## src/rtl/tft_spi_monitor.sv

```systemverilog
// rtl/tft_spi_monitor.sv - TFT SPI receive monitor: byte rebuild, CASET/PASET/RAMWR decode, pixel stream
module tft_spi_monitor #(
    parameter int SYNC_STAGES = 2,
    parameter int COORD_W     = 16
) (
    input  logic               clk,
    input  logic               rst,
    input  logic               spi_clk,
    input  logic               spi_mosi,
    input  logic               spi_dc,
    input  logic               spi_cs,
    output logic [7:0]         byte_out,
    output logic               byte_dc,
    output logic               byte_valid,
    output logic               cmd_valid,
    output logic [COORD_W-1:0] x_start,
    output logic [COORD_W-1:0] x_end,
    output logic [COORD_W-1:0] y_start,
    output logic [COORD_W-1:0] y_end,
    output logic [15:0]        pixel,
    output logic [COORD_W-1:0] pixel_x,
    output logic [COORD_W-1:0] pixel_y,
    output logic               pixel_valid,
    output logic               stray_data
);

    localparam logic [2:0] ST_IDLE  = 3'd0;
    localparam logic [2:0] ST_CASET = 3'd1;
    localparam logic [2:0] ST_PASET = 3'd2;
    localparam logic [2:0] ST_RAMWR = 3'd3;
    localparam logic [2:0] ST_SKIP  = 3'd4;

    logic [SYNC_STAGES-1:0] sclk_sync, mosi_sync, dc_sync, cs_sync;
    logic                   sclk_s, mosi_s, dc_s, cs_s, sclk_prev, sclk_rise;
    logic [2:0]             bit_cnt;
    logic [6:0]             sr;
    logic [2:0]             state;
    logic [1:0]             idx;
    logic                   phase;
    logic [7:0]             start_hi, start_lo, end_hi, hi_byte;

    // Zero-extend or truncate a 16-bit wire value into the coordinate width.
    function automatic logic [COORD_W-1:0] to_coord(input logic [15:0] v);
        logic [COORD_W+15:0] ext;
        ext = {{COORD_W{1'b0}}, v};
        return ext[COORD_W-1:0];
    endfunction

    assign sclk_s    = sclk_sync[SYNC_STAGES-1];
    assign mosi_s    = mosi_sync[SYNC_STAGES-1];
    assign dc_s      = dc_sync[SYNC_STAGES-1];
    assign cs_s      = cs_sync[SYNC_STAGES-1];
    assign sclk_rise = ~sclk_prev & sclk_s;

    // Bring the asynchronous bus into the clk domain; idle is clock low, deselected.
    always_ff @(posedge clk) begin
        if (!rst) begin
            sclk_sync <= '0;
            mosi_sync <= '0;
            dc_sync   <= '0;
            cs_sync   <= '1;
        end else begin
            sclk_sync <= {sclk_sync[SYNC_STAGES-2:0], spi_clk};
            mosi_sync <= {mosi_sync[SYNC_STAGES-2:0], spi_mosi};
            dc_sync   <= {dc_sync[SYNC_STAGES-2:0], spi_dc};
            cs_sync   <= {cs_sync[SYNC_STAGES-2:0], spi_cs};
        end
    end

    // Shift bits on rising serial clock; an 8th edge coinciding with the cs rise still completes.
    always_ff @(posedge clk) begin
        if (!rst) begin
            sclk_prev  <= 1'b0;
            bit_cnt    <= 3'd0;
            sr         <= 7'd0;
            byte_out   <= 8'd0;
            byte_dc    <= 1'b0;
            byte_valid <= 1'b0;
            cmd_valid  <= 1'b0;
        end else begin
            sclk_prev  <= sclk_s;
            byte_valid <= 1'b0;
            cmd_valid  <= 1'b0;
            if (sclk_rise && (!cs_s || bit_cnt == 3'd7)) begin
                sr <= {sr[5:0], mosi_s};
                if (bit_cnt == 3'd7) begin
                    byte_out   <= {sr, mosi_s};
                    byte_dc    <= dc_s;
                    byte_valid <= 1'b1;
                    cmd_valid  <= ~dc_s;
                    bit_cnt    <= 3'd0;
                end else begin
                    bit_cnt <= bit_cnt + 3'd1;
                end
            end else if (cs_s) begin
                bit_cnt <= 3'd0;
            end
        end
    end

    // Command decoder, window parameter capture, pixel assembly and address walk.
    always_ff @(posedge clk) begin
        if (!rst) begin
            state       <= ST_IDLE;
            idx         <= 2'd0;
            phase       <= 1'b0;
            start_hi    <= 8'd0;
            start_lo    <= 8'd0;
            end_hi      <= 8'd0;
            hi_byte     <= 8'd0;
            x_start     <= '0;
            x_end       <= '0;
            y_start     <= '0;
            y_end       <= '0;
            pixel       <= 16'd0;
            pixel_x     <= '0;
            pixel_y     <= '0;
            pixel_valid <= 1'b0;
            stray_data  <= 1'b0;
        end else begin
            pixel_valid <= 1'b0;
            if (byte_valid) begin
                if (!byte_dc) begin
                    idx   <= 2'd0;
                    phase <= 1'b0;
                    case (byte_out)
                        8'h2A: state <= ST_CASET;
                        8'h2B: state <= ST_PASET;
                        8'h2C: begin
                            state   <= ST_RAMWR;
                            pixel_x <= x_start;
                            pixel_y <= y_start;
                        end
                        default: state <= ST_SKIP;
                    endcase
                end else begin
                    case (state)
                        ST_IDLE: stray_data <= 1'b1;
                        ST_CASET, ST_PASET: begin
                            idx <= idx + 2'd1;
                            case (idx)
                                2'd0: start_hi <= byte_out;
                                2'd1: start_lo <= byte_out;
                                2'd2: end_hi   <= byte_out;
                                default: begin
                                    if (state == ST_CASET) begin
                                        x_start <= to_coord({start_hi, start_lo});
                                        x_end   <= to_coord({end_hi, byte_out});
                                    end else begin
                                        y_start <= to_coord({start_hi, start_lo});
                                        y_end   <= to_coord({end_hi, byte_out});
                                    end
                                    state <= ST_SKIP;
                                end
                            endcase
                        end
                        ST_RAMWR: begin
                            if (!phase) begin
                                hi_byte <= byte_out;
                                phase   <= 1'b1;
                            end else begin
                                pixel       <= {hi_byte, byte_out};
                                pixel_valid <= 1'b1;
                                phase       <= 1'b0;
                            end
                        end
                        default: ;
                    endcase
                end
            end else if (pixel_valid) begin
                // Anything not strictly inside the window falls through to row step or wrap.
                if (pixel_x < x_end) begin
                    pixel_x <= pixel_x + COORD_W'(1);
                end else if (pixel_y < y_end) begin
                    pixel_x <= x_start;
                    pixel_y <= pixel_y + COORD_W'(1);
                end else begin
                    pixel_x <= x_start;
                    pixel_y <= y_start;
                end
            end
        end
    end

endmodule
```

## config.mk

```make
export PLATFORM = sky130hd
export DESIGN_NAME = tft_spi_monitor
export DESIGN_NICKNAME = d
export VERILOG_FILES = /design/src/rtl/tft_spi_monitor.sv
export SDC_FILE = /design/constraint.sdc
export NUM_CORES = 1
export LEC_CHECK = 0
export ABC_AREA = 1
export CAP_MARGIN = 10
export CORE_MARGIN = 4
export CORE_UTILIZATION = 54
export DETAILED_ROUTE_END_ITERATION = 10
export PLACE_DENSITY = 0.82
export RECOVER_POWER = 25
export SYNTH_ARGS = -nofsm -noshare
export SYNTH_HDL_FRONTEND = slang
export SYNTH_SLANG_ARGS = --single-unit
```

## constraint.sdc

```tcl
create_clock -name clk -period 2.55 [get_ports clk]
set_input_delay 0.6375 -clock clk [delete_from_list [all_inputs] [get_ports clk]]
set_output_delay 0.6375 -clock clk [all_outputs]
set_load 0.01 [all_outputs]
```

==> metrics.md, run 1 <==
| Metric | Value |
|---|---|
| Status | `completed` |
| Routed WL | `22230 um` |
| Critical path class | `reg2out` |
| Final Max Tran Viols | `0` |
| Clk buf depth | `2` |
| Peak VDD IR | `525.5 uV` |
| Post-CTS setup buffers | `0` |
| Initial DRC count | `667` |
| Crit start category | `flip-flop` |
| Clk sink count | `182` |
| Vias after detailed routing | `7705` |
| Final Hold Fails | `0` |
| Synth warn | `0` |
| Nets | `1248` |
| Fin cells | `1401` |
| Via-to-Cell Ratio | `roughly 5.5` |
| Critical Path RT | `about 1.9 ns` |
| I/O Buffers | `130` |
| Worst-margin pin slew | `0.9609 ns` |
| CTS Hold Bufs | `0` |
| Largest net degree at the start of global routing | `62` |
| R2R depth | `12` |
| Layout cell share with drive strength beyond 1 | `5.505%` |
| Crit path max-delay family | `buffers and inverters` |
| Wirelength per Cell | `15.87 um` |
| Root Buffer Master | `clkbuf_16` |
| Row cnt | `44` |
| Global placement routability congestion | `0.9453` |
| WP buf/inv | `1` |
| Arr. time, crit path | `1.68 ns` |
| Pwr dens | `552.9 nW/um2` |
| Remaining routing DRC violations | `0` |
| Syn Nets | `1127` |
| FF+latch count, synth | `182` |
| Sw frac | `21.58%` |
| Flop pwr share | `50.6%` |
| Crit. path cell count | `1` |
| Max Fanout on Critical Path | `8` |
| CTS tree | `done` |
| Internal power | `roughly 4.4 mW` |
| Setup_tns | `0 ns` |
| Grt ovf | `0` |
| Slowest CP cell | `clkdlybuf4s50_1` |
| Design area | `10190 um2` |
| Max Cap Viol | `0` |
| Max H-tree Level | `4` |
| Filler Cells Inserted | `around 1200` |
| RSZ-0062 raised after global routing | `false` |
| Worst Clk Skew | `approximately 0.012 ns` |
| Initial core utilization | `55.42%` |
| Hold_ws | `0.3977 ns` |
| Avg Synthesized Cell Area | `7.466 um2` |
| Routed Antenna Nets | `0` |
| Ports | `around 130` |
| Dpl cells | `about 1400` |
| Worst rel slew slack | `35.94%` |
| Area after DPL | `roughly 9600 um2` |
| Fin crit period | `2.315 ns` |
| Leak pwr | `4.070 nW` |
| CTS resizes | `0` |
| Fmax | `0.4320 GHz` |
| Worst skew pair latency | `~0.43 ns` |
| Total GRT Usage | `25.96%` |
| N_diodes | `0` |
| First-pass GRT wire length | `34820 um` |
| NetSw | `1.216 mW` |
| Combinational Power Share | `~1.9%` |
| Synthesis-to-layout area growth | `26.03%` |
| Clk pwr share | `a little under half` |
| Hold Crit Class | `reg2reg` |
| Count of different cell masters after synthesis | `36` |
| Sequential fraction of the synthesis area | `45.06%` |
| Synthesized area | `slightly above 8000 um2` |
| Area share of the largest cell type after synthesis | `45.06%` |
| CTS buffer count | `17` |
| Vias in the first global route | `about 7000` |
| Cell Chain, Critical Path | `clkdlybuf4s50_1` |
| Die ar. | `16990 um2` |
| Synth area leader | `dfxtp_1` |
| Die Ht | `around 130 um` |
| Crit end category | `output port` |
| Die X | `130.4 um` |
| Worst hold path cell count | `1` |
| R2r setup slk | `0.35 ns` |
| Initial antenna violation count | `0` |
| Critical path's largest stage delay | `0.63 ns` |
| Drt pass-1 iters | `7` |
| Clk pin slew, worst setup/hold paths | `about 0.070 ns` |
| Tcrit/Tclk final | `90.77%` |
| Post-Synthesis Cells | `1083` |
| Top post-synthesis cells by area | `dfxtp_1 (45%), o21ai_0 (9.6%), a21oi_1 (9.2%), nand2_1 (7.2%), inv_1 (6.4%)` |
| CORE AREA | `14590 um2` |
| Final setup viols | `0` |
| Hpwl dp | `about 16000 um` |
==> power groups by stage <==
| stage | sequential [mW] | clock, mW | combinational (mW) |
|---|---|---|---|
| finish | 2.85 | 2.68 | 0.106 |
| global placement | 2.92 | 0 | 0.102 |
| global route | 2.85 | 2.82 | 0.117 |
| floorplan | 2.92 | 0 | 0.0684 |
| CTS | 2.85 | 2.70 | 0.106 |
| detailed placement | 2.92 | 0 | 0.104 |
==> metrics by stage <==
step / worst slack [ns] / utilization (%) / power (mW)
floorplan: 0.6431 / - / 2.984
global placement: 0.4631 / 65.84 / 3.019
detailed placement: 0.4592 / 65.84 / 3.021
CTS: 0.2369 / 69.99 / 5.652
global route: 0.1489 / 69.85 / 5.789
finish: 0.2354 / 69.85 / 5.634
==> cells in the mapped netlist <==
cell type and count:
nor3_1 14, or2_2 2, o21ai_1 5, nand2_4 1
ha_1 38, inv_1 137, nor3_4 1, nand2_1 155
inv_4 1, a31oi_1 4, a21oi_1 148, xnor2_1 7
o211ai_1 1, nor2_1 95, nor2_2 1, inv_2 1
nand2_2 4, buf_6 2, dfxtp_1 182, o21bai_1 1
xor2_1 12, clkinv_1 6, nor4_1 1, nand3b_1 3
nand3_1 41, clkbuf_2 1, buf_4 2, clkbuf_1 35
o21ai_0 155, nor2_4 1, nor3_2 2, and2_1 2
a21oi_4 1, buf_2 10, a211oi_1 4, nand4_1 7
==> cells by family (layout without fill, tap and decap cells) <==
group	Yosys count	count (layout)	share of synthesized area, %
AND/OR/NAND/NOR	330	330	17.33
buffers and inverters	195	329	9.533
AO/OA/AOI/OAI	319	319	20.13
XOR/XNOR	19	19	2.058
flip-flops	182	182	45.06
adder cells (fa/ha/maj)	38	38	5.881
==> per-layer routing <==
| metal | global-route usage, % | vias to the layer above | part of all wire, % |
|---|---|---|---|
| li1 | - | 3788 | - |
| met1 | 32.94 | 3563 | 41 |
| met2 | 44.24 | 297 | 49 |
| met3 | 4.503 | 57 | 7.2 |
| met4 | 9.921 | 0 | 3.1 |
| met5 | 0 | - | 0 |
==> registers in the layout (all words and copies together) (netlist names), 3 cells and up <==
register	flops
end_hi	8
bit_cnt	3
hi_byte	8
pixel	16
pixel_x	16
start_hi	8
start_lo	8
pixel_y	16
state	3
y_start	16
y_end	16
byte_out	8
x_start	16
sr	7
x_end	16
==> cells in the final DEF (no fill, tap or decap), drive strengths merged <==
cell	synthesis	layout
nand3b	3	3
and2	2	2
or2	2	2
nor3	17	17
nand2	160	160
dfxtp	182	182
xor2	12	12
clkinv	6	11
o21ai	160	160
inv	139	143
a31oi	4	4
nor4	1	1
nand3	41	41
xnor2	7	7
bufinv	0	2
o211ai	1	1
clkdlybuf4s50	0	129
clkbuf	36	24
nor2	97	97
ha	38	38
nand4	7	7
a21oi	149	149
a211oi	4	4
clkinvlp	0	1
o21bai	1	1
buf	14	19
==> worst paths after layout <==
| kind | from | endpoint |
|---|---|---|
| max | byte_valid | byte_valid |
| min | cs_sync[0] | cs_sync[1] |
| max reg2reg | pixel_y[7] | pixel_y[1] |
| min reg2reg | cs_sync[0] | cs_sync[1] |
==> final cells by class <==
class,instances,area [um2],share of cell area [%]
multi-input combinational,706,3661,35.93
sequential,182,3643,35.76
timing repair buffer,152,1503,14.75
inverter,145,546.8,5.366
clock buffer,20,466.7,4.580
tap,184,230.2,2.259
clock inverter,12,138.9,1.363
Power figures use the tool's default switching activity.
==> inputs of run 2 (changes only) <==
--- a/config.mk
+++ b/config.mk
@@ -9,8 +9,9 @@
 export CAP_MARGIN = 10
 export CORE_MARGIN = 4
 export CORE_UTILIZATION = 54
+export CTS_CLUSTER_DIAMETER = 30
 export DETAILED_ROUTE_END_ITERATION = 10
-export PLACE_DENSITY = 0.82
+export PLACE_DENSITY_LB_ADDON = 0.12
 export RECOVER_POWER = 25
 export SYNTH_ARGS = -nofsm -noshare
 export SYNTH_HDL_FRONTEND = slang
==> metrics.md, run 2 (synthesis gave the netlist of run 1 again) <==
| Metric | Value |
|---|---|
| Vias in the first global route | `6960 (-0.23%)` |
| Remaining routing DRC violations | `0 (unchanged)` |
| I/O Buffers | `130 (unchanged)` |
| Max H-tree Level | `4 (unchanged)` |
| Root Buffer Master | `clkbuf_16` |
| Final setup viols | `0 (unchanged)` |
| N_diodes | `0 (unchanged)` |
| Critical Path RT | `1.91 ns (about the same)` |
| Setup crit start | `byte_valid` |
| Die ar. | `16990 um2 (unchanged)` |
| Failing checks | `capacitance limit, slew limit` |
| Crit start category | `flip-flop` |
| CTS Hold Bufs | `0 (unchanged)` |
| Final Core Density | `69.78% (about the same)` |
| Origin of the critical flop-to-flop path | `pixel_x[7]` |
| R2r setup slk | `0.40 ns (+0.05 ns)` |
| Grt ovf | `0 (unchanged)` |
| Critical path's largest stage delay | `0.67 ns (+0.04 ns)` |
| Critical path class | `reg2out` |
| Clk buf depth | `2 (unchanged)` |
| Crit path to | `byte_valid` |
| Initial antenna violation count | `0 (unchanged)` |
| Total GRT Usage | `26.09% (+0.13 points)` |
| Final Max Tran Viols | `36 (+36)` |
| Row cnt | `44 (unchanged)` |
| Vias after detailed routing | `7639 (-0.86%)` |
| Ports | `131 (unchanged)` |
| Area of the multi-input gates | `3671 um2 (+0.27%)` |
| Arr. time, crit path | `1.66 ns (-0.02 ns)` |
| Setup_tns | `0 ns (unchanged)` |
| First-pass GRT wire length | `34870 um (+0.14%)` |
| Reg area | `3643 um2 (unchanged)` |
| Worst-margin pin slew | `1.537 ns (+0.5765 ns)` |
| Crit. path cell count | `1 (unchanged)` |
| Routed WL | `22200 um (-0.16%)` |
| CORE AREA | `14590 um2 (unchanged)` |
| Initial DRC count | `572 (-14%)` |
| Clk sink count | `182 (unchanged)` |
| Worst skew pair latency | `0.42 ns (about the same)` |
| Final Hold Fails | `0 (unchanged)` |
| Post-CTS setup buffers | `0 (unchanged)` |
| CTS resizes | `0 (unchanged)` |
| Layout cell share with drive strength beyond 1 | `5.887% (+0.38 points)` |
| Status | `finished, violations left` |
| Cell Chain, Critical Path | `clkdlybuf4s50_1` |
| Max Fanout on Critical Path | `8 (unchanged)` |
| Crit end category | `output port` |
| Die X | `130.4 um (unchanged)` |
| Via-to-Cell Ratio | `5.429 (-1.3%)` |
| Slowest CP cell | `clkdlybuf4s50_1` |
| Die Ht | `130.4 um (unchanged)` |
| R2R depth | `11 (-1)` |
| Worst Clk Skew | `0.008257 ns (-0.003440 ns)` |
| Peak VDD IR | `442.1 uV (-16%)` |
| Initial core utilization | `55.42% (unchanged)` |
| Hpwl dp | `16020 um (+0.46%)` |
| Fmax | `0.4348 GHz (+0.63%)` |
| Largest net degree at the start of global routing | `56 (-9.7%)` |
| Crit path max-delay family | `buffers and inverters` |
| RSZ-0062 raised after global routing | `false` |
| Crit Reg-Reg Endpoint | `pixel_y[9]` |
| CTS tree | `done` |
| Global placement routability congestion | `0.9048 (-4.3%)` |
| Worst rel slew slack | `-2.496% (-38 points)` |
| Clk pin slew, worst setup/hold paths | `0.07 ns (about the same)` |
| Wirelength per Cell | `15.77 um (-0.58%)` |
| WP buf/inv | `1 (unchanged)` |
| CTS buffer count | `17 (unchanged)` |
| Nets | `1254 (+0.48%)` |
| Tcrit/Tclk final | `90.20% (-0.57 points)` |
| Routed Antenna Nets | `0 (unchanged)` |
| Hold Crit Class | `reg2reg` |
| Drt pass-1 iters | `5 (-2)` |
| Commonest non-fill, non-tap cell in the layout | `dfxtp_1` |
| Leak pwr | `4.051 nW (-0.48%)` |
| Commonest cells after routing, fill and taps aside | `dfxtp_1 (182), o21ai_0 (156), nand2_1 (155), a21oi_1 (148), inv_1 (137)` |
| Max Cap Viol | `1 (+1)` |
| Fin crit period | `2.300 ns (-0.01455 ns)` |
| Pwr dens | `535.4 nW/um2 (-3.2%)` |
| Synthesis-to-layout area growth | `25.91% (about the same)` |
| Filler Cells Inserted | `1240 (+5.5%)` |
run 2: cell count changes in the layout (fill, tap and decap cells not counted), moves of 2 or more:
cell        before  now
buf_12           4    2
buf_4           15   25
clkbuf_1         1    4
clkbuf_2         3    1
clkinv_4         3    1
clkinvlp_4       1    4
inv_6            4    2
nor3_1          16   14
nor3_2           0    2
run 2: cell type report:
class	count	area share (%)
multi-input cells	706	36.06
flip-flops and latches	182	35.79
clock buffers	22	4.560
well taps	184	2.262
clock inverters	10	0.9464
repair buffers	158	15.01
inverters	145	5.371
run 2: report_power, final:
part,total [mW],switching (mW),internal (mW),leakage (nW)
clock network,2.50,1.09,1.40,0.263
logic,0.101,0.0696,0.0314,2.32
registers,2.85,0.00297,2.85,1.47
run 2: worst min-delay path by stage:
stage          cells past startpoint         start  slack [ns]           end
6_report                           2    dc_sync[0]        0.41    dc_sync[1]
5_1_grt                            2    dc_sync[0]        0.43    dc_sync[1]
4_1_cts                            2  sclk_sync[0]        0.42  sclk_sync[1]
3_5_place_dp                       2  sclk_sync[0]        0.40  sclk_sync[1]
3_3_place_gp                       2  sclk_sync[0]        0.39  sclk_sync[1]
2_1_floorplan                      2    dc_sync[0]        0.39    dc_sync[1]
run 2: through the flow:
stage | setup slack (ns) | std cells | area, um2 | hold WS [ns] | power [mW]
after floorplan | 0.6431 | 1083 | 8085 | 0.3905 | 2.984
after global placement | 0.4906 | 1375 | 9625 | 0.3931 | 3.017
after detailed placement | 0.4420 | 1375 | 9625 | 0.3996 | 3.018
after CTS | 0.2683 | 1407 | 10190 | 0.4151 | 5.485
after global routing | 0.1164 | 1407 | 10180 | 0.4326 | 5.613
final | 0.2500 | 1407 | 10180 | 0.4120 | 5.450
run 2: routing by layer:
metal	GRT usage [%]	part of all wire (%)	up-vias
li1	-	-	3788
met2	41.97	46	270
met1	34.81	44	3518
met3	4.339	6.3	63
met5	0	0	-
met4	11.19	3.5	0
==> inputs of run 3 (changes only) <==
--- a/config.mk
+++ b/config.mk
@@ -8,7 +8,7 @@
 export ABC_AREA = 1
 export CAP_MARGIN = 10
 export CORE_MARGIN = 4
-export CORE_UTILIZATION = 54
+export CORE_UTILIZATION = 30
 export CTS_CLUSTER_DIAMETER = 30
 export DETAILED_ROUTE_END_ITERATION = 10
 export PLACE_DENSITY_LB_ADDON = 0.12
==> metrics.md, run 3 (synthesis gave the netlist of run 1 again) <==
| Metric | Value |
|---|---|
| Status | `completed` |
| Worst-margin pin slew | `1.065 ns (-0.4724 ns)` |
| Row cnt | `59 (+34%)` |
| Crit path max-delay family | `flip-flops` |
| Root Buffer Master | `clkbuf_16` |
| Max H-tree Level | `4 (unchanged)` |
| Initial DRC count | `442 (-23%)` |
| Hold Crit Class | `reg2reg` |
| RSZ-0062 raised after global routing | `false` |
| Filler Cells Inserted | `2769 (+120%)` |
| Die ar. | `29640 um2 (+74%)` |
| Ports | `131 (unchanged)` |
| Wirelength per Cell | `16.27 um (+3.1%)` |
| Crit start category | `flip-flop` |
| Pwr Total | `5.703 mW (+4.6%)` |
| Critical path class | `reg2out` |
| Vias after detailed routing | `7293 (-4.5%)` |
| Setup_tns | `0 ns (unchanged)` |
| Max Used Layer | `met4` |
| WL met2 | `12140 um (+18%)` |
| Cell Chain, Critical Path | `clkdlybuf4s50_1` |
| Met3 WL | `724 um (-48%)` |
| CTS tree | `done` |
| Hold_ws | `0.4126 ns (+0.0005860 ns)` |
| Initial antenna violation count | `0 (unchanged)` |
| CORE AREA | `26280 um2 (+80%)` |
| N_diodes | `0 (unchanged)` |
| Fin cells | `1567 (+11%)` |
| Clk sink count | `182 (unchanged)` |
| Layout cell share with drive strength beyond 1 | `6.169% (+0.28 points)` |
| Die X | `172.2 um (+32%)` |
| Routed WL | `25490 um (+15%)` |
| Final setup viols | `0 (unchanged)` |
| Post-CTS setup buffers | `0 (unchanged)` |
| Commonest non-fill, non-tap cell in the layout | `dfxtp_1` |
| Clk buf depth | `2 (unchanged)` |
| Largest net degree at the start of global routing | `59 (+5.4%)` |
| CTS Hold Bufs | `0 (unchanged)` |
| Max Fanout on Critical Path | `8 (unchanged)` |
| Drt pass-1 iters | `4 (-1)` |
| M1 wire length | `12120 um (+25%)` |
| Fmax | `0.4174 GHz (-4.0%)` |
| Worst rel slew slack | `29.00% (+31 points)` |
| Commonest cells after routing, fill and taps aside | `dfxtp_1 (182), o21ai_0 (156), nand2_1 (155), a21oi_1 (148), inv_1 (137)` |
| Die Ht | `172.2 um (+32%)` |
| First-pass GRT wire length | `39330 um (+13%)` |
| Final Core Density | `39.79% (-30 points)` |
| CTS resizes | `0 (unchanged)` |
| Initial core utilization | `30.77% (-25 points)` |
| WP buf/inv | `1 (unchanged)` |
| Worst Clk Skew | `0.01291 ns (+0.004653 ns)` |
| Fin crit period | `2.396 ns (+0.09565 ns)` |
| Max Cap Viol | `0 (-1)` |
| Pwr dens | `545.3 nW/um2 (+1.9%)` |
| Clk pin slew, worst setup/hold paths | `0.07 ns (about the same)` |
| Leak pwr | `4.135 nW (+2.1%)` |
| Routed Antenna Nets | `0 (unchanged)` |
| Vias in the first global route | `6963 (+0.043%)` |
| Critical Path RT | `1.91 ns (about the same)` |
| Worst skew pair latency | `0.43 ns (about the same)` |
| Synthesis-to-layout area growth | `29.34%` |
| Nets | `1264 (+0.80%)` |
| Arr. time, crit path | `1.76 ns (+0.10 ns)` |
| Total GRT Usage | `17.15% (-8.9 points)` |
| Final Hold Fails | `0 (unchanged)` |
| Grt ovf | `0 (unchanged)` |
| Hpwl dp | `18790 um (+17%)` |
| Tcrit/Tclk final | `93.95% (+3.8 points)` |
| CTS buffer count | `17 (unchanged)` |
| Crit end category | `output port` |
| Peak VDD IR | `424.0 uV (-4.1%)` |
| Final Max Tran Viols | `0 (-100%)` |
| Via-to-Cell Ratio | `4.654 (-14%)` |
| Reg area | `3643 um2 (unchanged)` |
| Dpl cells | `1536 (+12%)` |
| Global placement routability congestion | `0.8328 (-8.0%)` |
| I/O Buffers | `130 (unchanged)` |
| Critical path's largest stage delay | `0.67 ns (about the same)` |
| Area of the multi-input gates | `3661 um2 (-0.27%)` |
| Remaining routing DRC violations | `0 (unchanged)` |
| Slowest CP cell | `dfxtp_1` |
-- run 3: cell types whose count changed in the layout (fill, tap and decap cells not counted), moves of 3 or more --
cell,before,now
buf_4,25,30
clkbuf_1,4,7
clkdlybuf4s50_1,129,124
dlygate4sd3_1,0,5
-- run 3: area by class of cell --
| type | instances | share of cell area, % |
|---|---|---|
| Clock buffer | 23 | 4.570 |
| Clock inverter | 8 | 1.173 |
| Inverter | 145 | 5.229 |
| Multi-Input combinational cell | 706 | 35.01 |
| Sequential cell | 182 | 34.84 |
| Tap cell | 335 | 4.008 |
| Timing Repair Buffer | 168 | 15.17 |
-- run 3: worst paths after layout --
check               startpoint            to  slack (ns)  cells after the start
setup / recovery    byte_valid    byte_valid        0.15                      1
hold / removal    mosi_sync[0]  mosi_sync[1]        0.41                      2
setup reg to reg    byte_valid    pixel_y[2]        0.33                     10
hold reg to reg   mosi_sync[0]  mosi_sync[1]        0.41                      2
-- run 3: per-stage QoR --
| step | cell area, um2 | worst slack [ns] |
|---|---|---|
| after floorplan | 8085 | 0.6431 |
| after CTS | 10500 | 0.1198 |
| after detailed placement | 9902 | 0.3156 |
| final | 10460 | 0.1544 |
| after global placement | 9902 | 0.3305 |
| after global routing | 10460 | 0.1070 |
-- run 3: where the power goes --
| part | switching, mW | internal [mW] |
|---|---|---|
| Clock | 1.13 | 1.62 |
| Sequential | 0.00269 | 2.85 |
| Combinational | 0.0744 | 0.0318 |
-- run 3: metal layers --
| metal | global-route usage (%) | vias to the layer above |
|---|---|---|
| li1 | - | 3812 |
| met1 | 22.36 | 3347 |
| met4 | 4.990 | 0 |
| met5 | 0 | - |
| met2 | 29.23 | 110 |
| met3 | 2.949 | 24 |
